==> src/rtl/miner_pkg.sv <==
// Shared definitions for the multi-core mining controller.
//   PID constants for the USB handshake/data packets sent to the host.
//   hash_state_t: hash dispatch FSM states.
//   tx_state_t:   transmit responder FSM states.
package miner_pkg;
  localparam logic [7:0] PID_DATA0 = 8'hC3;
  localparam logic [7:0] PID_DATA1 = 8'h4B;
  localparam logic [7:0] PID_ACK   = 8'hD2;
  localparam logic [7:0] PID_NAK   = 8'h5A;

  typedef enum logic [2:0] {
    H_IDLE, H_QUIT, H_DISPATCH, H_RUN, H_FOUND, H_EXH
  } hash_state_t;

  typedef enum logic {T_IDLE, T_WAIT} tx_state_t;
endpackage

==> src/rtl/multi_core_mining_controller_if.sv <==
// USB side of the mining controller: host request pulses from the receive
// block and the packet request/payload presented to the transmit block.
//   master: the USB receive/transmit blocks (drive requests, take tx_*).
//   slave:  the controller (takes requests, drives tx_* / pid / payload).
interface multi_core_mining_controller_if #(
  parameter int NONCE_W = 32
);
  logic               host_ready;
  logic               rx_packet_done;
  logic               rx_error;
  logic               host_ack;
  logic               tx_done;
  logic               tx_start;
  logic [7:0]         pid_byte;
  logic [NONCE_W-1:0] data_out;
  logic               tx_has_data;

  modport master (
    output host_ready, rx_packet_done, rx_error, host_ack, tx_done,
    input  tx_start, pid_byte, data_out, tx_has_data
  );

  modport slave (
    input  host_ready, rx_packet_done, rx_error, host_ack, tx_done,
    output tx_start, pid_byte, data_out, tx_has_data
  );
endinterface

==> src/rtl/tx_responder.sv <==
// Transmit responder: answers host OUT packets with ACK/NAK and IN tokens
// with DATA0/DATA1 carrying the found nonce (or zero when nothing is held).
//   clk, n_rst    clock, async active-low reset
//   usb           slave side of the USB interface
//   found         a valid nonce is held
//   found_nonce   the held nonce
//   found_clear   pulse: host acked the DATA packet that carried found_nonce
module tx_responder
  import miner_pkg::*;
#(
  parameter int NONCE_W = 32
) (
  input  logic                          clk,
  input  logic                          n_rst,
  multi_core_mining_controller_if.slave usb,
  input  logic                          found,
  input  logic [NONCE_W-1:0]            found_nonce,
  output logic                          found_clear
);
  tx_state_t state, state_nxt;
  logic hs_pend, data_pend, nak, toggle, data_sent, carried;
  logic hs_req, data_req, svc_hs, svc_data, nak_sel;

  // In T_IDLE a request is serviced in the same cycle it arrives, so the
  // registered tx_start/pid appear one cycle after the request pulse.
  always_comb begin
    state_nxt = state;
    svc_hs    = 1'b0;
    svc_data  = 1'b0;
    hs_req    = hs_pend | usb.rx_packet_done;
    data_req  = data_pend | usb.host_ready;
    nak_sel   = hs_pend ? nak : usb.rx_error;
    case (state)
      T_IDLE: begin
        if (hs_req) begin
          svc_hs    = 1'b1;
          state_nxt = T_WAIT;
        end else if (data_req) begin
          svc_data  = 1'b1;
          state_nxt = T_WAIT;
        end
      end
      T_WAIT:  if (usb.tx_done) state_nxt = T_IDLE;
      default: state_nxt = T_IDLE;
    endcase
  end

  // An ack only counts if a DATA packet went out since the previous ack.
  assign found_clear = usb.host_ack & data_sent & carried;

  always_ff @(posedge clk or negedge n_rst) begin
    if (!n_rst) begin
      state           <= T_IDLE;
      hs_pend         <= 1'b0;
      data_pend       <= 1'b0;
      nak             <= 1'b0;
      toggle          <= 1'b0;
      data_sent       <= 1'b0;
      carried         <= 1'b0;
      usb.tx_start    <= 1'b0;
      usb.pid_byte    <= '0;
      usb.data_out    <= '0;
      usb.tx_has_data <= 1'b0;
    end else begin
      state        <= state_nxt;
      usb.tx_start <= svc_hs | svc_data;
      if (svc_hs) begin
        usb.pid_byte    <= nak_sel ? PID_NAK : PID_ACK;
        usb.tx_has_data <= 1'b0;
        usb.data_out    <= '0;
      end else if (svc_data) begin
        usb.pid_byte    <= toggle ? PID_DATA1 : PID_DATA0;
        usb.tx_has_data <= 1'b1;
        usb.data_out    <= found ? found_nonce : '0;
      end else if (state == T_WAIT && usb.tx_done) begin
        usb.pid_byte    <= '0;
        usb.tx_has_data <= 1'b0;
        usb.data_out    <= '0;
      end
      // Pending flags only accumulate while busy; in idle everything
      // outstanding is either serviced now or, for data behind a
      // handshake, carried over.
      hs_pend   <= (state == T_WAIT) & hs_req;
      data_pend <= (state == T_WAIT) ? data_req : (svc_hs & data_req);
      if (state == T_WAIT && usb.rx_packet_done && !hs_pend)
        nak <= usb.rx_error;
      if (usb.host_ack && data_sent) toggle <= ~toggle;
      if (svc_data) begin
        data_sent <= 1'b1;
        carried   <= found;
      end else if (usb.host_ack) begin
        data_sent <= 1'b0;
      end
    end
  end
endmodule

==> src/rtl/multi_core_mining_controller.sv <==
// Multi-core mining controller: dispatches a block across NUM_CORES hash
// cores with interleaved nonces (core i searches i, i+N, i+2N, ...),
// captures the first valid nonce and reports it to the host over USB.
//   clk, n_rst   clock, async active-low reset
//   new_block    pulse: new header loaded, restart the search
//   core_done    per-core hash finished; core_valid qualifies it
//   begin_hash   per-core start pulse; quit_hash aborts all cores
//   core_nonce   per-core nonce, core i at [i*NONCE_W +: NONCE_W]
//   usb          slave side of the USB interface
//   found        valid nonce held; exhausted: search ended without a hit
module multi_core_mining_controller
  import miner_pkg::*;
#(
  parameter int NUM_CORES = 4,
  parameter int NONCE_W   = 32
) (
  input  logic                           clk,
  input  logic                           n_rst,
  input  logic                           new_block,
  input  logic [NUM_CORES-1:0]           core_done,
  input  logic [NUM_CORES-1:0]           core_valid,
  output logic [NUM_CORES-1:0]           begin_hash,
  output logic                           quit_hash,
  output logic [NUM_CORES*NONCE_W-1:0]   core_nonce,
  multi_core_mining_controller_if.slave  usb,
  output logic                           found,
  output logic                           exhausted
);
  localparam logic [NONCE_W:0] STEP = (NONCE_W+1)'(NUM_CORES);

  hash_state_t hstate, hstate_nxt;
  logic [NUM_CORES-1:0][NONCE_W-1:0] nonce_q;
  logic [NUM_CORES-1:0][NONCE_W:0]   sum;
  logic [NUM_CORES-1:0]              carry, retired, bh_pend, done_inv;
  logic [NONCE_W-1:0]                found_nonce, hit_nonce;
  logic                              hit, run_act, all_ret, found_clear;

  // The packed 2-D array has exactly the flat per-core layout.
  assign core_nonce = nonce_q;

  for (genvar i = 0; i < NUM_CORES; i++) begin : g_core
    // One extra bit so overflow past the nonce space shows up as carry.
    assign sum[i]   = {1'b0, nonce_q[i]} + STEP;
    assign carry[i] = sum[i][NONCE_W];
  end

  assign done_inv   = core_done & ~core_valid & ~retired;
  assign run_act    = (hstate == H_RUN) & ~new_block;
  assign all_ret    = &(retired | (done_inv & carry));
  assign begin_hash = bh_pend | {NUM_CORES{hstate == H_DISPATCH}};

  always_comb begin
    hit        = 1'b0;
    hit_nonce  = '0;
    hstate_nxt = hstate;
    // Descending scan so the lowest-index valid core wins.
    for (int i = NUM_CORES-1; i >= 0; i--) begin
      if (core_done[i] && core_valid[i]) begin
        hit       = 1'b1;
        hit_nonce = nonce_q[i];
      end
    end
    if (new_block) begin
      hstate_nxt = (hstate == H_RUN) ? H_QUIT : H_DISPATCH;
    end else begin
      case (hstate)
        H_QUIT:     hstate_nxt = H_DISPATCH;
        H_DISPATCH: hstate_nxt = H_RUN;
        H_RUN: begin
          if (hit)          hstate_nxt = H_FOUND;
          else if (all_ret) hstate_nxt = H_EXH;
        end
        default:    hstate_nxt = hstate;
      endcase
    end
  end

  always_ff @(posedge clk or negedge n_rst) begin
    if (!n_rst) begin
      hstate      <= H_IDLE;
      nonce_q     <= '0;
      retired     <= '0;
      bh_pend     <= '0;
      quit_hash   <= 1'b0;
      found       <= 1'b0;
      found_nonce <= '0;
      exhausted   <= 1'b0;
    end else begin
      hstate    <= hstate_nxt;
      quit_hash <= (hstate_nxt == H_QUIT) | (run_act & hit);
      bh_pend   <= (run_act & ~hit) ? (done_inv & ~carry) : '0;
      if (new_block)
        retired <= '0;
      else if (run_act && !hit)
        retired <= retired | (done_inv & carry);

      if (hstate_nxt == H_DISPATCH) begin
        for (int i = 0; i < NUM_CORES; i++) nonce_q[i] <= NONCE_W'(i);
      end else if (run_act && !hit) begin
        for (int i = 0; i < NUM_CORES; i++)
          if (done_inv[i] && !carry[i]) nonce_q[i] <= sum[i][NONCE_W-1:0];
      end

      if (new_block) begin
        found     <= 1'b0;
        exhausted <= 1'b0;
      end else if (run_act && hit) begin
        found       <= 1'b1;
        found_nonce <= hit_nonce;
      end else begin
        if (found_clear)            found     <= 1'b0;
        if (run_act && all_ret)     exhausted <= 1'b1;
      end
    end
  end

  tx_responder #(.NONCE_W(NONCE_W)) u_tx (
    .clk         (clk),
    .n_rst       (n_rst),
    .usb         (usb),
    .found       (found),
    .found_nonce (found_nonce),
    .found_clear (found_clear)
  );
endmodule

==> src/flat_wrapper.sv <==
// flat-port wrapper written by rule: the top's interface ports become plain ports
module multi_core_mining_controller_flat import miner_pkg::*;
#(
  parameter int NUM_CORES = 4,
  parameter int NONCE_W   = 32
)
  (clk, n_rst, new_block, core_done, core_valid, begin_hash, quit_hash, core_nonce, found, exhausted, usb_host_ready, usb_rx_packet_done, usb_rx_error, usb_host_ack, usb_tx_done, usb_tx_start, usb_pid_byte, usb_data_out, usb_tx_has_data);
  multi_core_mining_controller_if #(.NONCE_W(NONCE_W)) usb_i ();
  input  logic clk;
  input  logic n_rst;
  input  logic new_block;
  input  logic [NUM_CORES-1:0] core_done;
  input  logic [NUM_CORES-1:0] core_valid;
  output logic [NUM_CORES-1:0] begin_hash;
  output logic quit_hash;
  output logic [NUM_CORES*NONCE_W-1:0] core_nonce;
  output logic found;
  output logic exhausted;
  input wire logic [$bits(usb_i.host_ready)-1:0] usb_host_ready;
  input wire logic [$bits(usb_i.rx_packet_done)-1:0] usb_rx_packet_done;
  input wire logic [$bits(usb_i.rx_error)-1:0] usb_rx_error;
  input wire logic [$bits(usb_i.host_ack)-1:0] usb_host_ack;
  input wire logic [$bits(usb_i.tx_done)-1:0] usb_tx_done;
  output wire logic [$bits(usb_i.tx_start)-1:0] usb_tx_start;
  output wire logic [$bits(usb_i.pid_byte)-1:0] usb_pid_byte;
  output wire logic [$bits(usb_i.data_out)-1:0] usb_data_out;
  output wire logic [$bits(usb_i.tx_has_data)-1:0] usb_tx_has_data;
  assign usb_i.host_ready = usb_host_ready;
  assign usb_i.rx_packet_done = usb_rx_packet_done;
  assign usb_i.rx_error = usb_rx_error;
  assign usb_i.host_ack = usb_host_ack;
  assign usb_i.tx_done = usb_tx_done;
  assign usb_tx_start = usb_i.tx_start;
  assign usb_pid_byte = usb_i.pid_byte;
  assign usb_data_out = usb_i.data_out;
  assign usb_tx_has_data = usb_i.tx_has_data;
  multi_core_mining_controller #(.NUM_CORES(NUM_CORES), .NONCE_W(NONCE_W)) u_core (.clk(clk), .n_rst(n_rst), .new_block(new_block), .core_done(core_done), .core_valid(core_valid), .begin_hash(begin_hash), .quit_hash(quit_hash), .core_nonce(core_nonce), .usb(usb_i), .found(found), .exhausted(exhausted));
endmodule
==> config.mk <==
export PLATFORM = sky130hd
export DESIGN_NAME = multi_core_mining_controller_flat
export DESIGN_NICKNAME = d
export VERILOG_FILES = /design/src/rtl/miner_pkg.sv /design/src/rtl/multi_core_mining_controller_if.sv /design/src/rtl/tx_responder.sv /design/src/rtl/multi_core_mining_controller.sv /design/src/flat_wrapper.sv
export SDC_FILE = /design/constraint.sdc
export NUM_CORES = 1
export LEC_CHECK = 0
export ABC_AREA = 1
export BUFFER_PORTS_ARGS = -buffer_cell sky130_fd_sc_hd__clkbuf_2
export CAP_MARGIN = 20
export CORE_ASPECT_RATIO = 0.75
export CORE_UTILIZATION = 48
export DETAILED_ROUTE_END_ITERATION = 10
export GPL_TIMING_DRIVEN = 0
export PLACE_DENSITY_LB_ADDON = 0.12
export SYNTH_ARGS = -nofsm -noshare
export SYNTH_HDL_FRONTEND = slang
export SYNTH_SLANG_ARGS = --single-unit
==> constraint.sdc <==
create_clock -name clk -period 4.1 [get_ports clk]
set_input_delay 0 -clock clk [delete_from_list [all_inputs] [get_ports clk]]
set_output_delay 0 -clock clk [all_outputs]
set_load 0.01 [all_outputs]
==> flow_results.xml, run 1 <==
<?xml version="1.0" encoding="UTF-8"?>
<metrics>
  <group name="global_routing">
    <metric name="grt_antenna_before_repair" unit="">0</metric>
    <metric name="grt_pass1_wl" unit="mm">65.4</metric>
    <metric name="grt_max_degree" unit="">112</metric>
    <metric name="global_route.usage.total" unit="%">33.5</metric>
    <metric name="first_global_vias" unit="">10880</metric>
    <metric name="gr-total-overflow" unit="">0</metric>
  </group>
  <group name="sta">
    <metric name="final_critical_path_setup_slack" unit="ns">1.03</metric>
    <metric name="worstMarginPinSlew" unit="ns">0.913</metric>
    <metric name="finalHoldViolCount" unit="">0</metric>
    <metric name="final.period_utilization" unit="%">74.8</metric>
    <metric name="fin_skew" unit="ns">0.0109</metric>
    <metric name="maxClockFrequency" unit="MHz">326</metric>
    <metric name="final.min_clock_period" unit="ns">3.07</metric>
    <metric name="timing.slew.headroom" unit="%">39.1</metric>
    <metric name="rsz0062_at_grt" unit="">no</metric>
    <metric name="final-max-slew-violation-count" unit="">0</metric>
    <metric name="report.final.setup_viol" unit="">0</metric>
  </group>
  <group name="setup_path">
    <metric name="r2r_slack" unit="ns">1.03</metric>
    <metric name="worstSetupPathType" unit="">flop to flop</metric>
    <metric name="timing.critical_path.fanout_max" unit="">10</metric>
    <metric name="cp-endpoint" unit="">u_core.core_nonce[81]</metric>
    <metric name="worstPathRequired" unit="ns">4.54</metric>
    <metric name="crit-reg2reg-capture" unit="">u_core.core_nonce[81]</metric>
    <metric name="critical_path_arrival" unit="ns">3.50</metric>
    <metric name="worstSetupStartpoint" unit="">u_core.core_nonce[34]</metric>
    <metric name="r2r_cell_count" unit="">18</metric>
    <metric name="crit_path_start_kind" unit="">flop</metric>
    <metric name="worst_setup_path_end_kind" unit="">flop</metric>
    <metric name="regToRegStartpoint" unit="">u_core.core_nonce[34]</metric>
  </group>
  <group name="clock_tree">
    <metric name="tritoncts_num_sinks" unit="">214</metric>
    <metric name="post_cts_resize_count" unit="">0</metric>
    <metric name="clockRootBuffer" unit="">sky130_fd_sc_hd__clkbuf_16</metric>
    <metric name="clk_transition_reported_paths" unit="ns">0.06</metric>
    <metric name="cts-hold-fix-buffers" unit="">20</metric>
    <metric name="numCtsBuffers" unit="">24</metric>
    <metric name="cts_buffer_depth" unit="">3</metric>
    <metric name="clk-insertion-delay-late" unit="ns">0.53</metric>
    <metric name="cts_tree" unit="">built</metric>
    <metric name="level_count_of_the_clock_h_tree" unit="">1</metric>
    <metric name="postCtsSetupRepairBufs" unit="">0</metric>
  </group>
  <group name="final_layout">
    <metric name="non_filler_cell_area_final" unit="um2">14500</metric>
    <metric name="antenna_cells_inserted" unit="">0</metric>
    <metric name="final_cell_mix" unit="">sky130_fd_sc_hd__nand2_1, sky130_fd_sc_hd__dfrtp_1, sky130_fd_sc_hd__clkbuf_2, sky130_fd_sc_hd__inv_1, sky130_fd_sc_hd__nor2_1</metric>
    <metric name="nets" unit="">1803</metric>
    <metric name="drive_gt1_share" unit="%">16.8</metric>
    <metric name="layout_commonest_cell" unit="">sky130_fd_sc_hd__nand2_1</metric>
    <metric name="layout-area-overhead-vs-synth" unit="%">19.9</metric>
  </group>
  <group name="synth">
    <metric name="yosys_warnings" unit="">0</metric>
    <metric name="synthDistinctLibCells" unit="">48</metric>
    <metric name="synth_flop_cell" unit="">sky130_fd_sc_hd__dfrtp_1</metric>
    <metric name="synth-edff-count" unit="">0</metric>
    <metric name="postSynthAreaPerCell" unit="um2">7.85</metric>
    <metric name="synth_seq_cells" unit="">214</metric>
    <metric name="post_synth_instance_area" unit="um2">12100</metric>
    <metric name="synthesis.instances" unit="">1545</metric>
    <metric name="synth_seq_area_share" unit="%">44.1</metric>
    <metric name="asyncSetResetFlopFracSynth" unit="%">100</metric>
  </group>
  <group name="floorplanning">
    <metric name="placeableCoreArea" unit="um2">24400</metric>
    <metric name="fp-row-count" unit="">49</metric>
    <metric name="die_area" unit="um2">25900</metric>
    <metric name="top_level_ports" unit="">193</metric>
    <metric name="floorplan.initialDensity" unit="%">49.7</metric>
    <metric name="chipWidth" unit="um">186</metric>
    <metric name="die_y_extent" unit="um">140</metric>
  </group>
  <group name="placed_design">
    <metric name="numPortBuffers" unit="">186</metric>
    <metric name="dp_worst_setup_slack" unit="ns">1.15</metric>
    <metric name="placed_area" unit="um2">13500</metric>
    <metric name="detailed_placer_s_ending_hpwl" unit="mm">33.2</metric>
    <metric name="routability_congestion_estimate_from_global_placement" unit="">0.994</metric>
  </group>
  <group name="drt">
    <metric name="detail_route.first_pass.iterations" unit="">6</metric>
    <metric name="drt_iter0_markers" unit="">1396</metric>
    <metric name="route.detailed.wl_per_inst" unit="um">20.3</metric>
    <metric name="ant_nets" unit="">0</metric>
    <metric name="viasPerCell" unit="">5.68</metric>
    <metric name="vias" unit="">12093</metric>
    <metric name="total_wirelength_of_the_detailed_routed_design" unit="mm">43.3</metric>
    <metric name="drt_drc_violations_left" unit="">0</metric>
  </group>
  <group name="power_and_ir_drop">
    <metric name="ir_drop" unit="mV">0.310</metric>
    <metric name="p_per_area" unit="nW/um2">446</metric>
    <metric name="finalPower" unit="uW">6480</metric>
    <metric name="p_leak" unit="uW">0.00655</metric>
  </group>
  <group name="min_path">
    <metric name="worst_hold_startpoint" unit="">core_done[3]</metric>
    <metric name="timing.hold.worst.class" unit="">input port to flop</metric>
  </group>
  <group name="status">
    <metric name="outcome" unit="">completed</metric>
  </group>
  <group name="flow_run">
    <metric name="drv.max_cap_violation_count" unit="">0</metric>
  </group>
</metrics>
==> per-layer routing <==
metal | track usage, % | wire, um | vias to the layer above
li1 | - | - | 5578
met1 | 54.2 | 20400 | 5806
met2 | 46.2 | 17400 | 648
met3 | 5.08 | 4600 | 61
met4 | 7.08 | 889 | 0
met5 | 0 | 0 | -
==> state kept, by name (all words and copies together) (netlist names), 3 cells and up <==
signal / flops
u_core.core_nonce: 123
u_core.u_tx.usb.data_out: 32
u_core.retired: 4
u_core.bh_pend: 4
u_core.found_nonce: 32
u_core.u_tx.usb.pid_byte: 5
u_core.hstate: 3
==> cells in the mapped netlist (all sizes together) (2+ instances only) <==
cell      n  area share (%)
nand2   336              11
dfrtp   214              44
nor2    178             6.1
inv     176             5.4
o21ai   110             4.6
a21oi    85             3.6
xor2     75             5.4
nand3    62             2.6
nor3     53             2.4
nand3b   40             2.5
clkbuf   37             1.1
nand4    36             1.9
buf      33             2.1
a32o     32             2.6
o211ai   30             1.9
nor4     17            0.93
ha        4            0.41
xnor2     4            0.29
clkinv    3           0.093
o21bai    3            0.19
a31oi     2            0.10
nor3b     2            0.12
o221ai    2            0.14
o31ai     2            0.12
==> report_power, final <==
part           leakage (uW)  switching, uW  internal (uW)
combinational       0.00323           1300            490
clock              0.000394            902           1360
sequential          0.00293            121           2310
total               0.00655           2330           4160
==> critical path: stages, from the launching register on <==
cell,delay [ns]
sky130_fd_sc_hd__dfrtp_1,0.56
sky130_fd_sc_hd__ha_1,0.30
sky130_fd_sc_hd__inv_1,0.07
sky130_fd_sc_hd__nor2_2,0.16
sky130_fd_sc_hd__nand2_1,0.14
sky130_fd_sc_hd__nor2_1,0.26
sky130_fd_sc_hd__nand3_1,0.17
sky130_fd_sc_hd__nand2_1,0.10
sky130_fd_sc_hd__nand2_1,0.05
sky130_fd_sc_hd__inv_1,0.04
sky130_fd_sc_hd__nand2_1,0.10
sky130_fd_sc_hd__nand2_1,0.08
sky130_fd_sc_hd__nand2_1,0.04
sky130_fd_sc_hd__nand2_1,0.06
sky130_fd_sc_hd__nand2_2,0.07
sky130_fd_sc_hd__nand2_4,0.14
sky130_fd_sc_hd__nand2_1,0.09
sky130_fd_sc_hd__clkbuf_1,0.29
sky130_fd_sc_hd__o21ai_1,0.25
==> cells by family (layout without fill, tap and decap cells) <==
group                      Yosys count  count (layout)  share of synthesized area [%]
DFF                                214             214                           44.1
xor gates and xnor gates            79              79                           5.70
other                                1               6                         0.0309
AOI/OAI and AO/OA                  270             270                           13.5
buffers and inverters              249             498                           8.80
and+or+nand+nor                    728             728                           27.4
adders and majority gates            4               4                          0.412
==> worst min-delay path by stage <==
stage	endpoint	cells past startpoint
floorplan	u_core.bh_pend[0]	0
global placement	u_core.exhausted	2
detailed placement	u_core.core_nonce[126]	1
CTS	u_core.core_nonce[126]	7
global route	u_core.core_nonce[126]	7
finish	u_core.core_nonce[126]	7
==> metrics by stage <==
stage	hold WS, ns	cells	TNS (ns)	util (%)
after floorplan	-0.296	1550	0	-
after global placement	0.185	2067	-274.40	55.3
after detailed placement	0.156	2068	0	55.5
after CTS	0.0170	2130	0	59.6
after global routing	0.0685	2130	0	59.6
final	0.0282	2130	0	59.6
==> cell type report <==
type                            instances  area (um2)
Tap cell                              331         414
Buffer                                 70         395
Clock buffer                           33         686
Fill cell                            2313        9850
Multi-Input combinational cell       1087        5730
Sequential cell                       214        5360
Clock inverter                          9         129
Timing Repair Buffer                  207        1170
Inverter                              179         672
No activity file was read; power rests on OpenSTA's default activity.
==> inputs of run 2 (changes only) <==
==> constraint.sdc (replaced) <==
create_clock -name clk -period 2.6 [get_ports clk]
set_input_delay 0 -clock clk [delete_from_list [all_inputs] [get_ports clk]]
set_output_delay 0 -clock clk [all_outputs]
set_load 0.01 [all_outputs]
==> run 2 against run 1 <==
  * Die area is the same
  * Combinational power is 74% higher
  * Critical path type unchanged
  * Critical path depth shrank 1
  * Maximum frequency grew 23%
  * Clock power grew 58%
  * Power is 62% higher
==> flow_results.xml, run 2 (synthesized netlist as in run 1, its figures left out) <==
<?xml version="1.0" encoding="UTF-8"?>
<metrics>
  <group name="status">
    <metric name="outcome" unit="">completed</metric>
  </group>
  <group name="setup_path">
    <metric name="r2r_cell_count" unit="">17</metric>
    <metric name="critical_path_arrival" unit="ns">2.91</metric>
    <metric name="crit-reg2reg-capture" unit="">u_core.core_nonce[93]</metric>
    <metric name="worstPathRequired" unit="ns">3.01</metric>
    <metric name="worstSetupPathType" unit="">flop to flop</metric>
    <metric name="crit_path_start_kind" unit="">flop</metric>
    <metric name="worst_setup_path_end_kind" unit="">flop</metric>
    <metric name="r2r_slack" unit="ns">0.10</metric>
    <metric name="timing.critical_path.fanout_max" unit="">10</metric>
    <metric name="regToRegStartpoint" unit="">u_core.core_nonce[98]</metric>
  </group>
  <group name="drt">
    <metric name="vias" unit="">12226</metric>
    <metric name="detail_route.first_pass.iterations" unit="">5</metric>
    <metric name="drt_drc_violations_left" unit="">0</metric>
    <metric name="route.met3.wl" unit="mm">4.41</metric>
    <metric name="ant_nets" unit="">0</metric>
    <metric name="drt_iter0_markers" unit="">1326</metric>
    <metric name="viasPerCell" unit="">5.68</metric>
    <metric name="route.top_layer_used" unit="">met4</metric>
    <metric name="total_wirelength_of_the_detailed_routed_design" unit="mm">43.8</metric>
    <metric name="wire_length_on_met1" unit="mm">20.8</metric>
    <metric name="route.detailed.wl_per_inst" unit="um">20.4</metric>
    <metric name="met2_wirelength" unit="mm">17.5</metric>
  </group>
  <group name="clock_tree">
    <metric name="cts_buffer_depth" unit="">3</metric>
    <metric name="clk_transition_reported_paths" unit="ns">0.06</metric>
    <metric name="cts_tree" unit="">built</metric>
    <metric name="level_count_of_the_clock_h_tree" unit="">1</metric>
    <metric name="clockRootBuffer" unit="">sky130_fd_sc_hd__clkbuf_16</metric>
    <metric name="tritoncts_num_sinks" unit="">214</metric>
    <metric name="numCtsBuffers" unit="">24</metric>
    <metric name="clk-insertion-delay-late" unit="ns">0.53</metric>
  </group>
  <group name="min_path">
    <metric name="hold_ep" unit="">u_core.core_nonce[3]</metric>
    <metric name="timing.hold.worst.class" unit="">input port to flop</metric>
    <metric name="worst_hold_startpoint" unit="">core_done[0]</metric>
    <metric name="min_delay_path_depth" unit="">7</metric>
  </group>
  <group name="final_layout">
    <metric name="nets" unit="">1824</metric>
    <metric name="largest_register_ff_count" unit="">123</metric>
    <metric name="antenna_cells_inserted" unit="">0</metric>
    <metric name="final_cell_mix" unit="">sky130_fd_sc_hd__nand2_1, sky130_fd_sc_hd__clkbuf_2, sky130_fd_sc_hd__inv_1, sky130_fd_sc_hd__dfrtp_1, sky130_fd_sc_hd__nor2_1</metric>
    <metric name="non_filler_cell_area_final" unit="um2">14900</metric>
    <metric name="layout_commonest_cell" unit="">sky130_fd_sc_hd__nand2_1</metric>
    <metric name="layout-area-overhead-vs-synth" unit="%">23.2</metric>
    <metric name="drive_gt1_share" unit="%">22.4</metric>
  </group>
  <group name="placed_design">
    <metric name="numPortBuffers" unit="">186</metric>
    <metric name="placed_area" unit="um2">13500</metric>
    <metric name="detailed_placer_s_ending_hpwl" unit="mm">33.2</metric>
    <metric name="dp_worst_setup_slack" unit="ns">-0.346</metric>
    <metric name="routability_congestion_estimate_from_global_placement" unit="">0.994</metric>
  </group>
  <group name="floorplanning">
    <metric name="fp-row-count" unit="">49</metric>
    <metric name="chipWidth" unit="um">186</metric>
    <metric name="die_area" unit="um2">25900</metric>
    <metric name="placeableCoreArea" unit="um2">24400</metric>
    <metric name="top_level_ports" unit="">193</metric>
    <metric name="floorplan.initialDensity" unit="%">49.7</metric>
    <metric name="die_y_extent" unit="um">140</metric>
  </group>
  <group name="sta">
    <metric name="final.period_utilization" unit="%">96.0</metric>
    <metric name="hold_slack" unit="ns">0.0357</metric>
    <metric name="timing.setup.tns" unit="ns">0</metric>
    <metric name="final.min_clock_period" unit="ns">2.50</metric>
    <metric name="final-max-slew-violation-count" unit="">0</metric>
    <metric name="final_critical_path_setup_slack" unit="ns">0.105</metric>
    <metric name="worstMarginPinSlew" unit="ns">0.910</metric>
    <metric name="report.final.setup_viol" unit="">0</metric>
    <metric name="timing.slew.headroom" unit="%">39.3</metric>
    <metric name="maxClockFrequency" unit="MHz">401</metric>
    <metric name="fin_skew" unit="ns">0.0144</metric>
    <metric name="finalHoldViolCount" unit="">0</metric>
  </group>
  <group name="global_routing">
    <metric name="first_global_vias" unit="">10886</metric>
    <metric name="global_route.usage.total" unit="%">33.5</metric>
    <metric name="grt_max_degree" unit="">112</metric>
    <metric name="grt_pass1_wl" unit="mm">65.4</metric>
    <metric name="gr-total-overflow" unit="">0</metric>
    <metric name="grt_antenna_before_repair" unit="">0</metric>
  </group>
  <group name="power_and_ir_drop">
    <metric name="finalPower" unit="uW">10500</metric>
    <metric name="p_leak" unit="uW">0.00660</metric>
    <metric name="p_per_area" unit="nW/um2">703</metric>
    <metric name="ir_drop" unit="mV">0.490</metric>
  </group>
  <group name="flow_run">
    <metric name="drv.max_cap_violation_count" unit="">0</metric>
  </group>
</metrics>
-- run 2: cell types whose count changed in the layout (fill, tap and decap cells not counted), moves of 4 or more --
cell / delta
sky130_fd_sc_hd__nor2_4: +4
sky130_fd_sc_hd__nand2_1: -6
sky130_fd_sc_hd__nor2_1: -10
sky130_fd_sc_hd__nor2_2: +6
sky130_fd_sc_hd__nand2_2: +6
sky130_fd_sc_hd__dfrtp_2: +55
sky130_fd_sc_hd__dfrtp_1: -55
sky130_fd_sc_hd__buf_4: +22
sky130_fd_sc_hd__buf_2: -4
-- run 2: per-layer routing --
metal	track usage (%)	vias to the layer above
li1	-	5636
met5	0	-
met1	54.5	5895
met3	4.66	74
met2	46.0	621
met4	7.51	0
-- run 2: cell type report --
| type | count | area (um2) |
|---|---|---|
| Clock buffer | 33 | 686 |
| Timing Repair Buffer | 228 | 1340 |
| Buffer | 70 | 439 |
| Sequential cell | 214 | 5420 |
| Multi-Input combinational cell | 1087 | 5840 |
| Inverter | 179 | 674 |
| Tap cell | 331 | 414 |
| Fill cell | 2293 | 9450 |
| Clock inverter | 9 | 129 |
-- run 2: critical path, stage by stage, from the launching register on --
cell and delay (ns):
sky130_fd_sc_hd__dfrtp_2 0.44, sky130_fd_sc_hd__ha_1 0.22, sky130_fd_sc_hd__nand2_1 0.08, sky130_fd_sc_hd__nor2_2 0.04, sky130_fd_sc_hd__nand2_1 0.09, sky130_fd_sc_hd__nor2_4 0.06, sky130_fd_sc_hd__nand3_1 0.12, sky130_fd_sc_hd__nand2_1 0.09
sky130_fd_sc_hd__nand2_1 0.07, sky130_fd_sc_hd__inv_1 0.03, sky130_fd_sc_hd__nand2_1 0.11, sky130_fd_sc_hd__nand3_1 0.16, sky130_fd_sc_hd__a21oi_4 0.23, sky130_fd_sc_hd__nand2_8 0.12, sky130_fd_sc_hd__clkbuf_16 0.18, sky130_fd_sc_hd__buf_8 0.16
sky130_fd_sc_hd__nand3b_1 0.10, sky130_fd_sc_hd__nand2_1 0.07
-- run 2: what timing repair did --
action	CTS	global route
hold buffers	19	0
gates resized for setup	24	78
setup buffers	2	19
cloned	0	1
pin swaps	1	4
hold endpoints to repair	126	0
setup endpoints to repair	123	117
-- run 2: worst max-delay path by stage --
stage                          startpoint                      endpoint  depth (start not counted)
floorplan           u_core.core_nonce[34]         u_core.core_nonce[79]                         16
global placement                    n_rst  u_core.u_tx.usb.data_out[18]                          1
detailed placement  u_core.core_nonce[34]         u_core.core_nonce[81]                         18
CTS                 u_core.core_nonce[66]        u_core.core_nonce[117]                         14
global route        u_core.core_nonce[37]         u_core.core_nonce[93]                         18
finish              u_core.core_nonce[98]         u_core.core_nonce[93]                         17
-- run 2: metrics by stage --
step                cells  utilization (%)
finish               2151             61.3
floorplan            1550                -
global placement     2067             55.3
CTS                  2131             59.8
global route         2151             61.3
detailed placement   2068             55.5
-- run 2: power breakdown --
part	leakage, uW	switching, uW	internal [uW]
logic	0.00337	2150	968
registers	0.00284	190	3640
clock network	0.000394	1420	2140
==> inputs of run 3 (changes only) <==
--- a/config.mk
+++ b/config.mk
@@ -12,7 +12,9 @@
 export CORE_UTILIZATION = 48
 export DETAILED_ROUTE_END_ITERATION = 10
 export GPL_TIMING_DRIVEN = 0
+export HOLD_SLACK_MARGIN = 0.05
 export PLACE_DENSITY_LB_ADDON = 0.12
 export SYNTH_ARGS = -nofsm -noshare
 export SYNTH_HDL_FRONTEND = slang
 export SYNTH_SLANG_ARGS = --single-unit
+export TNS_END_PERCENT = 10
==> constraint.sdc (replaced) <==
create_clock -name clk -period 2.41 [get_ports clk]
set_input_delay 0 -clock clk [delete_from_list [all_inputs] [get_ports clk]]
set_output_delay 0 -clock clk [all_outputs]
set_load 0.01 [all_outputs]
==> run 3 against run 2 <==
  * The flow now finishes with violations (negative setup slack)
  * Register-to-register slack got worse by 0.11 ns
  * Final cell count rose by 5.6%
  * Clock skew fell by 0.00093 ns
  * Via count rose by 6.4%
  * Sequential power rose by 7.8%
  * Routed wire length rose by 5.5%
  * Utilization rose by 5.3 points
  * Combinational power rose by 22%
  * Global-route usage rose by 0.40 points
  * Critical path type unchanged
  * Largest power group unchanged
==> flow_results.xml, run 3 (synthesized netlist as in run 1, its figures left out) <==
<?xml version="1.0" encoding="UTF-8"?>
<metrics>
  <group name="power_and_ir_drop">
    <metric name="finalPower" unit="uW">11800</metric>
    <metric name="seqPwrFrac" unit="%">35.1</metric>
    <metric name="clock_network_power_share" unit="%">32.7</metric>
    <metric name="p_sw" unit="uW">4200</metric>
    <metric name="p_leak" unit="uW">0.00741</metric>
    <metric name="p_per_area" unit="nW/um2">724</metric>
    <metric name="power_frac_comb" unit="%">32.2</metric>
    <metric name="net_switching_share_of_the_total_power" unit="%">35.7</metric>
    <metric name="ir_drop" unit="mV">0.570</metric>
    <metric name="cellInternalPower" unit="uW">7560</metric>
  </group>
  <group name="sta">
    <metric name="final.min_clock_period" unit="ns">2.41</metric>
    <metric name="final.period_utilization" unit="%">100</metric>
    <metric name="rsz0062_at_grt" unit="">yes</metric>
    <metric name="hold_slack" unit="ns">0.0593</metric>
    <metric name="timing.slew.headroom" unit="%">39.1</metric>
    <metric name="maxClockFrequency" unit="MHz">415</metric>
    <metric name="finalHoldViolCount" unit="">0</metric>
    <metric name="worstMarginPinSlew" unit="ns">0.913</metric>
    <metric name="report.final.setup_viol" unit="">1</metric>
    <metric name="final_critical_path_setup_slack" unit="ns">-0.00207</metric>
    <metric name="fin_skew" unit="ns">0.0134</metric>
    <metric name="final-max-slew-violation-count" unit="">0</metric>
  </group>
  <group name="drt">
    <metric name="detail_route.first_pass.iterations" unit="">6</metric>
    <metric name="route.detailed.wl_per_inst" unit="um">20.3</metric>
    <metric name="ant_nets" unit="">0</metric>
    <metric name="drt_drc_violations_left" unit="">0</metric>
    <metric name="viasPerCell" unit="">5.72</metric>
    <metric name="total_wirelength_of_the_detailed_routed_design" unit="mm">46.2</metric>
    <metric name="vias" unit="">13003</metric>
    <metric name="drt_iter0_markers" unit="">1613</metric>
  </group>
  <group name="clock_tree">
    <metric name="clockRootBuffer" unit="">sky130_fd_sc_hd__clkbuf_16</metric>
    <metric name="tritoncts_num_sinks" unit="">214</metric>
    <metric name="cts_buffer_depth" unit="">3</metric>
    <metric name="level_count_of_the_clock_h_tree" unit="">1</metric>
    <metric name="numCtsBuffers" unit="">24</metric>
    <metric name="clk_transition_reported_paths" unit="ns">0.06</metric>
    <metric name="clk-insertion-delay-late" unit="ns">0.53</metric>
    <metric name="cts_tree" unit="">built</metric>
  </group>
  <group name="floorplanning">
    <metric name="die_area" unit="um2">25900</metric>
    <metric name="top_level_ports" unit="">193</metric>
    <metric name="chipWidth" unit="um">186</metric>
    <metric name="die_y_extent" unit="um">140</metric>
    <metric name="fp-row-count" unit="">49</metric>
    <metric name="placeableCoreArea" unit="um2">24400</metric>
    <metric name="floorplan.initialDensity" unit="%">49.7</metric>
  </group>
  <group name="final_layout">
    <metric name="final_cell_mix" unit="">sky130_fd_sc_hd__nand2_1, sky130_fd_sc_hd__clkbuf_2, sky130_fd_sc_hd__inv_1, sky130_fd_sc_hd__buf_4, sky130_fd_sc_hd__nor2_1</metric>
    <metric name="drive_gt1_share" unit="%">30.7</metric>
    <metric name="sequential_cell_area" unit="um2">5460</metric>
    <metric name="multiInputGateArea" unit="um2">6090</metric>
    <metric name="final_util" unit="%">66.6</metric>
    <metric name="layout_commonest_cell" unit="">sky130_fd_sc_hd__nand2_1</metric>
    <metric name="non_filler_cell_area_final" unit="um2">16200</metric>
    <metric name="nets" unit="">1944</metric>
    <metric name="layout-area-overhead-vs-synth" unit="%">33.9</metric>
    <metric name="largest_register_ff_count" unit="">123</metric>
    <metric name="final.fill_count" unit="">2127</metric>
  </group>
  <group name="global_routing">
    <metric name="first_global_vias" unit="">10990</metric>
    <metric name="grt_antenna_before_repair" unit="">1</metric>
    <metric name="gr-total-overflow" unit="">0</metric>
    <metric name="global_route.usage.total" unit="%">33.9</metric>
    <metric name="grt_pass1_wl" unit="mm">66.1</metric>
    <metric name="grt_max_degree" unit="">112</metric>
  </group>
  <group name="setup_path">
    <metric name="worstPathBufferInverterCount" unit="">3</metric>
    <metric name="cp_cell_sequence" unit="">nand2_4 -&gt; nor2_4 -&gt; nand2_2 -&gt; nor2_4 -&gt; nand3_2 -&gt; nand2_2 -&gt; nand2_1 -&gt; inv_1 -&gt; nand2_2 -&gt; nand2_1 -&gt; nand2_1 -&gt; nand2_1 -&gt; nand2_2 -&gt; nand2_4 -&gt; buf_12 -&gt; buf_12 -&gt; o21ai_1 -&gt; nor2_1</metric>
    <metric name="cpMaxStageDelayCell" unit="">sky130_fd_sc_hd__dfrtp_2</metric>
    <metric name="critical_path_arrival" unit="ns">2.86</metric>
    <metric name="r2r_slack" unit="ns">-0.002</metric>
    <metric name="critPathTopFamily" unit="">simple AND/OR/NAND/NOR gates</metric>
    <metric name="worstPathRequired" unit="ns">2.86</metric>
    <metric name="worst_setup_path_end_kind" unit="">flop</metric>
    <metric name="worstSetupPathType" unit="">flop to flop</metric>
    <metric name="worst_path_largest_cell_delay" unit="ns">0.45</metric>
    <metric name="timing.critical_path.fanout_max" unit="">10</metric>
    <metric name="crit_path_start_kind" unit="">flop</metric>
  </group>
  <group name="min_path">
    <metric name="timing.hold.worst.class" unit="">input port to flop</metric>
  </group>
  <group name="status">
    <metric name="violations" unit="">negative setup slack</metric>
    <metric name="outcome" unit="">finished, violations left</metric>
  </group>
  <group name="placed_design">
    <metric name="detailed_placer_s_ending_hpwl" unit="mm">33.2</metric>
    <metric name="dp_worst_setup_slack" unit="ns">-0.536</metric>
    <metric name="routability_congestion_estimate_from_global_placement" unit="">0.994</metric>
    <metric name="placed_area" unit="um2">13500</metric>
    <metric name="numPortBuffers" unit="">186</metric>
  </group>
  <group name="flow_run">
    <metric name="drv.max_cap_violation_count" unit="">0</metric>
  </group>
</metrics>
==> run 3: cell types whose count changed in the layout (fill, tap and decap cells not counted), moves of 6 or more <==
cell | before | now
sky130_fd_sc_hd__buf_12 | 2 | 9
sky130_fd_sc_hd__buf_4 | 31 | 150
sky130_fd_sc_hd__dfrtp_1 | 159 | 131
sky130_fd_sc_hd__dfrtp_2 | 55 | 83
sky130_fd_sc_hd__nand2_1 | 319 | 302
sky130_fd_sc_hd__nand2_2 | 15 | 30
sky130_fd_sc_hd__nand3_1 | 60 | 52
sky130_fd_sc_hd__nand3_2 | 2 | 8
sky130_fd_sc_hd__nor2_1 | 151 | 138
sky130_fd_sc_hd__nor2_4 | 9 | 18
==> run 3: repair_timing <==
item,4_1_cts,5_1_grt
hold buffers,19,0
gates cloned,0,4
gates resized for setup,85,122
setup buffers,9,129
pin swaps,4,38
endpoints found under the hold margin,131,0
setup endpoints to repair,123,123
==> run 3: power by group through the flow <==
stage	logic, uW	clock network (uW)	registers [uW]
after global routing	3970	4010	4170
after detailed placement	2930	0	4190
after floorplan	1720	0	4170
after CTS	3150	3870	4130
final	3780	3840	4130
after global placement	2890	0	4190
==> run 3: layer usage <==
layer  wire length (um)  track usage (%)  up-vias
li1                   -                -     5871
met1              20600             54.6     6206
met2              18800             46.7      842
met3               5640             5.26       84
met4               1130             7.59        0
met5                  0                0        -
==> run 3: layout make-up <==
class | count | area share (%)
antenna | 1 | 0.0154
buffer | 70 | 3.04
clock buffer | 33 | 4.22
clock inverter | 9 | 0.793
inverter | 179 | 4.15
multi-input combinational | 1087 | 37.5
sequential | 214 | 33.6
tap | 331 | 2.55
timing repair buffer | 348 | 14.1
==> run 3: worst paths after layout <==
kind / cells after the start / to / start
min: 4 / u_core.found_nonce[1] / core_done[1]
min reg2reg: 2 / u_core.found_nonce[10] / u_core.found_nonce[10]
max in group asynchronous: 3 / u_core.core_nonce[27] / n_rst
min in group asynchronous: 2 / u_core.core_nonce[122] / n_rst
max reg2reg: 18 / u_core.core_nonce[6] / u_core.core_nonce[105]
max: 18 / u_core.core_nonce[6] / u_core.core_nonce[105]
==> run 3: worst min-delay path, delay by kind of cell <==
family	cells	cell delay, ns
AOI/OAI and AO/OA	1	0.10
and+or+nand+nor	2	0.30
buffers and inverters	1	0.13
==> run 3: metrics by stage <==
stage          setup TNS, ns  instances
6_report            -0.00207       2272
5_1_grt                -2.83       2271
4_1_cts             -0.00208       2138
3_5_place_dp          -50.97       2068
3_3_place_gp         -686.48       2067
2_1_floorplan              0       1550
